[config.mk]
export PLATFORM = sky130hd
export DESIGN_NAME = fp_mul_sequencer
export DESIGN_NICKNAME = d
export VERILOG_FILES = /design/src/rtl/fp_mul_sequencer.sv
export SDC_FILE = /design/constraint.sdc
export NUM_CORES = 1
export LEC_CHECK = 0
export CAP_MARGIN = 10
export CORE_UTILIZATION = 54
export CTS_CLUSTER_DIAMETER = 60
export DETAILED_ROUTE_END_ITERATION = 6
export GPL_ROUTABILITY_DRIVEN = 0
export PLACE_DENSITY = 0.8
export SYNTH_ARGS = -nofsm -noshare
export SYNTH_HDL_FRONTEND = slang
export SYNTH_SLANG_ARGS = --single-unit
[constraint.sdc]
create_clock -name clk -period 4.2 [get_ports clk]
set_input_delay 1.05 -clock clk [delete_from_list [all_inputs] [get_ports clk]]
set_output_delay 1.05 -clock clk [all_outputs]
set_load 0.05 [all_outputs]
[src/rtl/fp_mul_sequencer.sv]
// Operand-issue / result-collection stage in front of the FP multiplier.
// Buffers operand pairs, bypasses zero/special operands and guards against a hung multiplier.
module fp_mul_sequencer #(
  parameter int unsigned DEPTH   = 4,
  parameter int unsigned TIMEOUT = 15
) (
  input  logic                   clk,
  input  logic                   n_rst,
  input  logic                   in_valid,
  output logic                   in_ready,
  input  logic [31:0]            in_op1,
  input  logic [31:0]            in_op2,
  output logic [31:0]            op1,
  output logic [31:0]            op2,
  output logic                   mul_start,
  output logic                   mul_serv,
  input  logic [31:0]            mul_result,
  input  logic                   mul_done,
  input  logic                   mul_busy,
  output logic                   out_valid,
  input  logic                   out_ready,
  output logic [31:0]            out_result,
  output logic                   out_err,
  output logic [$clog2(DEPTH):0] count
);

  localparam int unsigned PTR_W   = $clog2(DEPTH);
  localparam int unsigned CNT_W   = PTR_W + 1;
  localparam int unsigned TIMER_W = $clog2(TIMEOUT + 1);
  localparam logic [31:0] QNAN    = 32'h7FC0_0000;

  typedef struct packed {
    logic [31:0] a;
    logic [31:0] b;
  } op_pair_t;

  typedef enum logic [2:0] {
    IDLE  = 3'd0,
    ISSUE = 3'd1,
    WAIT  = 3'd2,
    SERV  = 3'd3,
    HOLD  = 3'd4
  } state_t;

  op_pair_t             mem [DEPTH];
  logic [PTR_W-1:0]     wr_ptr_q, wr_ptr_d;
  logic [PTR_W-1:0]     rd_ptr_q, rd_ptr_d;
  logic [CNT_W-1:0]     count_q, count_d;
  state_t               state_q, state_d;
  logic [TIMER_W-1:0]   timer_q, timer_d;
  logic [31:0]          op1_q, op1_d;
  logic [31:0]          op2_q, op2_d;
  logic [31:0]          out_result_q, out_result_d;
  logic                 out_err_q, out_err_d;
  logic                 mul_start_q, mul_start_d;
  logic                 mul_serv_q, mul_serv_d;
  logic                 out_valid_q, out_valid_d;

  logic                 push_c;
  logic                 pop_c;
  logic                 in_ready_c;
  op_pair_t             head_c;
  logic                 head_special_c;
  logic                 head_zero_c;
  logic                 unused_busy;

  // mul_busy is status only; control relies on the start/done/serve handshake
  assign unused_busy = mul_busy;

  assign in_ready_c     = (count_q != CNT_W'(DEPTH));
  assign push_c         = in_valid && in_ready_c;
  assign pop_c          = (state_q == IDLE) && (count_q != '0);
  assign head_c         = mem[rd_ptr_q];
  assign head_special_c = (head_c.a[30:23] == 8'hFF) || (head_c.b[30:23] == 8'hFF);
  assign head_zero_c    = (head_c.a[30:23] == 8'h00) || (head_c.b[30:23] == 8'h00);

  // Operand storage; contents need no reset since count gates every read
  always_ff @(posedge clk) begin
    if (push_c) begin
      mem[wr_ptr_q] <= op_pair_t'({in_op1, in_op2});
    end
  end

  always_comb begin
    wr_ptr_d = wr_ptr_q;
    rd_ptr_d = rd_ptr_q;
    if (push_c) begin
      wr_ptr_d = wr_ptr_q + PTR_W'(1);
    end
    if (pop_c) begin
      rd_ptr_d = rd_ptr_q + PTR_W'(1);
    end
    count_d = count_q + CNT_W'(push_c) - CNT_W'(pop_c);
  end

  always_comb begin
    state_d      = state_q;
    timer_d      = timer_q;
    op1_d        = op1_q;
    op2_d        = op2_q;
    out_result_d = out_result_q;
    out_err_d    = out_err_q;

    unique case (state_q)
      IDLE: begin
        if (pop_c) begin
          op1_d = head_c.a;
          op2_d = head_c.b;
          if (head_special_c) begin
            out_result_d = QNAN;
            out_err_d    = 1'b1;
            state_d      = HOLD;
          end else if (head_zero_c) begin
            out_result_d = {head_c.a[31] ^ head_c.b[31], 31'b0};
            out_err_d    = 1'b0;
            state_d      = HOLD;
          end else begin
            state_d      = ISSUE;
          end
        end
      end
      ISSUE: begin
        timer_d = '0;
        state_d = WAIT;
      end
      WAIT: begin
        // A done in the same cycle as expiry still wins
        if (mul_done) begin
          out_result_d = mul_result;
          out_err_d    = 1'b0;
          state_d      = SERV;
        end else if (timer_q == TIMER_W'(TIMEOUT)) begin
          out_result_d = QNAN;
          out_err_d    = 1'b1;
          state_d      = HOLD;
        end else begin
          timer_d = timer_q + TIMER_W'(1);
        end
      end
      SERV: begin
        state_d = HOLD;
      end
      HOLD: begin
        if (out_ready) begin
          state_d = IDLE;
        end
      end
      default: begin
        state_d = IDLE;
      end
    endcase

    mul_start_d = (state_d == ISSUE);
    mul_serv_d  = (state_d == SERV);
    out_valid_d = (state_d == HOLD);
  end

  always_ff @(posedge clk or negedge n_rst) begin
    if (!n_rst) begin
      wr_ptr_q     <= '0;
      rd_ptr_q     <= '0;
      count_q      <= '0;
      state_q      <= IDLE;
      timer_q      <= '0;
      op1_q        <= '0;
      op2_q        <= '0;
      out_result_q <= '0;
      out_err_q    <= 1'b0;
      mul_start_q  <= 1'b0;
      mul_serv_q   <= 1'b0;
      out_valid_q  <= 1'b0;
    end else begin
      wr_ptr_q     <= wr_ptr_d;
      rd_ptr_q     <= rd_ptr_d;
      count_q      <= count_d;
      state_q      <= state_d;
      timer_q      <= timer_d;
      op1_q        <= op1_d;
      op2_q        <= op2_d;
      out_result_q <= out_result_d;
      out_err_q    <= out_err_d;
      mul_start_q  <= mul_start_d;
      mul_serv_q   <= mul_serv_d;
      out_valid_q  <= out_valid_d;
    end
  end

  assign in_ready   = in_ready_c;
  assign count      = count_q;
  assign op1        = op1_q;
  assign op2        = op2_q;
  assign mul_start  = mul_start_q;
  assign mul_serv   = mul_serv_q;
  assign out_valid  = out_valid_q;
  assign out_result = out_result_q;
  assign out_err    = out_err_q;

endmodule

==> results.toml <==
[outcome]
status = "complete, no violations"

[floorplanning]
io_pins = 206
die_area_um2 = 26400
initial_core_util = 0.551
fp.dieW_um = 162
core_area_um2 = 25200
rows = 58
dieHeight_um = 162

[critical_path]
crit_fanout = 32
path_delay_family = "multiplexers"
critPathLaunchType = "register"
worst_setup_path_end_kind = "register"
crit_arrival_ps = 3850
timing.critical_path.buf_inv = 1
critPathMaxStageDelay_ps = 880
cp_cell_sequence = "mux4_2 -> nor4_1 -> nand2_1 -> and4bb_4 -> o31ai_4 -> buf_4 -> mux2_2"
criticalPathCategory = "register to register"
crit_required_ps = 4580
slowest_stage = "dfrtp_4"

[sta]
period_share = 0.826
rsz0062_at_grt = "no"
whs_ps = 504
hold_viol_final = 0
min_period_ps = 3470
max_freq_ghz = 0.288
setup_tns_ps = 0
maxSlewHeadroom = 0.490
worst_pin_slew_ps = 760
setup_viol = 0
final-max-slew-violation-count = 0
clock_skew_ps = 22.9

[logic_synthesis]
ys_seq_elements = 370
synth_top_area_share = 0.554
synth_top_family_by_area = "multiplexers"
avgSynthCellArea_um2 = 19.8
netlist_area_um2 = 13900
synth_fa_ha_area_frac = 0.00775
synth_area_leaders = "edfxtp_1 (55%), dfrtp_1 (21%), mux4_2 (10%)"
synth_cells = 702
yosysTopAreaCell = "edfxtp_1"
synth-compound-area-share = 0.0159
synth.area.mux_share = 0.167
ys_seq_area_frac = 0.759
synth.net_count = 812
synthXorXnorAreaFrac = 0.00441
yosys.area_share.simple = 0.0279
yosysWarnings = 0
ys_types = 42

[power_and_ir_drop]
p_per_area_nw_per_um2 = 836
p_leak_nw = 6.34
p_total_mw = 14.8
vdd_drop_max_uv = 545

[routing]
drt_iter0_drc = 425
routed_wl_um = 27300
antenna_left = 0
wire_per_inst_um = 21.0
drt-met1-wl_um = 11000
via_per_inst = 5.49
drc_errors = 0
vias = 7120
wl_met2_um = 13700
wl_met3_um = 1880
routed.top_layer = "met5"
firstDrtPassIters = 4

[place]
io_buffers = 204
hpwl_um = 16800
place_inst = 1225

[layout]
mostFrequentLayoutCell = "edfxtp_1"
drive_above_1_share = 0.229
fin_cells = 1298
layout-area-overhead-vs-synth_pct = 27.3
final_cell_mix = "edfxtp_1 (256), clkdlybuf4s50_1 (203), dfrtp_1 (112)"
final_nets = 1046

[global_routing]
grt_max_degree = 52
overflow = 0
grt_pass1_vias = 7668
grtUsageTotal = 0.214
antenna_found_initial = 4
grt_first_pass_wirelength_um = 42400

[clocking]
tritoncts = "built"
clk_path_buf_depth = 3
cts_buffers = 39
cts_setup_buffers = 0
ctsHoldBuffers = 0
cts_sinks = 370
cts.clk_slew.worst_paths_ps = 60
ctsResizeCount = 0
root_buffer = "clkbuf_16"
clk_latency_ps = 520
h-tree-depth = 2

[min_path]
hold_path_class = "register to register"

[flow_run]
maxCapViolCount = 0
-- power breakdown --
group	internal, mW	total (mW)	leakage (nW)	switching, mW
logic	2.49	5.93	2.02	3.44
clock network	1.94	3.25	0.598	1.31
registers	5.02	5.61	3.73	0.599
-- cell families after synthesis --
logic type                 Yosys count
DFF                                370
muxes                              139
and+or+nand+nor                     83
buffers and inverters               59
AOI/OAI and AO/OA                   36
adders and majority gates            8
xor gates and xnor gates             7
-- final cells by class --
| cell class | count | area, um^2 |
|---|---|---|
| Sequential cell | 370 | 10500 |
| Fill cell | 1559 | 7500 |
| Multi-Input combinational cell | 273 | 3130 |
| Timing Repair Buffer | 220 | 2230 |
| Clock buffer | 62 | 1140 |
| Tap cell | 330 | 413 |
| Inverter | 32 | 120 |
| Clock inverter | 10 | 93.8 |
| Antenna cell | 1 | 2.50 |
-- final timing paths --
check / slack, ps / from / cells after the start / to
min reg2reg: 500 / op1[11]$_DFFE_PN0P_ / 1 / op1[11]$_DFFE_PN0P_
max in group asynchronous: 2810 / n_rst / 2 / rd_ptr_q[1]$_DFFE_PN0P_
max reg2reg: 730 / rd_ptr_q[0]$_DFFE_PN0P_ / 7 / out_result[22]$_DFFE_PN0P_
min: 500 / op1[11]$_DFFE_PN0P_ / 1 / op1[11]$_DFFE_PN0P_
max: 730 / rd_ptr_q[0]$_DFFE_PN0P_ / 7 / out_result[22]$_DFFE_PN0P_
min in group asynchronous: 600 / n_rst / 1 / out_result[9]$_DFFE_PN0P_
-- Yosys cell counts, drive strengths merged --
| cell | instances |
|---|---|
| edfxtp | 256 |
| dfrtp | 114 |
| mux2 | 74 |
| mux4 | 64 |
| nand2 | 51 |
| inv | 31 |
| o21ai | 26 |
| clkbuf | 16 |
| buf | 11 |
| nor2 | 8 |
| ha | 7 |
| nand4 | 5 |
| nor4 | 5 |
| xnor2 | 5 |
| and3 | 4 |
| o31ai | 4 |
| a21oi | 2 |
| and2 | 2 |
| nor3b | 2 |
| xor2 | 2 |
| a31oi | 1 |
| a32o | 1 |
| and4bb | 1 |
| clkinv | 1 |
| fa | 1 |
| mux2i | 1 |
| nand2b | 1 |
| nand3 | 1 |
| nor2b | 1 |
| nor3 | 1 |
| o21bai | 1 |
| o41ai | 1 |
| or3 | 1 |
-- routing by layer --
metal / GRT usage / vias up
li1: - / 3201
met1: 0.279 / 3643
met2: 0.359 / 234
met3: 0.0489 / 40
met4: 0.0682 / 2
met5: 0 / -
-- stage by stage --
stage / area [um^2] / worst slack (ps) / utilization
after CTS: 17700 / 665 / 0.702
after global routing: 17700 / 410 / 0.702
after global placement: 16400 / 724 / 0.653
after floorplan: 13900 / 753 / -
after detailed placement: 16400 / 708 / 0.653
final: 17700 / 730 / 0.702
-- sequential cells by signal, summed over array words and instances (netlist names), 2 cells and up --
signal	count
state_q	3
wr_ptr_q	2
op1	32
out_result	32
op2	32
timer_q	4
count	3
rd_ptr_q	2
mem	256
-- worst reg2reg max path, cell delays in order (launching register included) --
cell and delay, ps:
dfrtp_4 880, mux4_2 640, nor4_1 300, nand2_1 160, and4bb_4 260, o31ai_4 490, buf_4 280, mux2_2 350
Note: power is estimated with default switching activity, not from simulation.
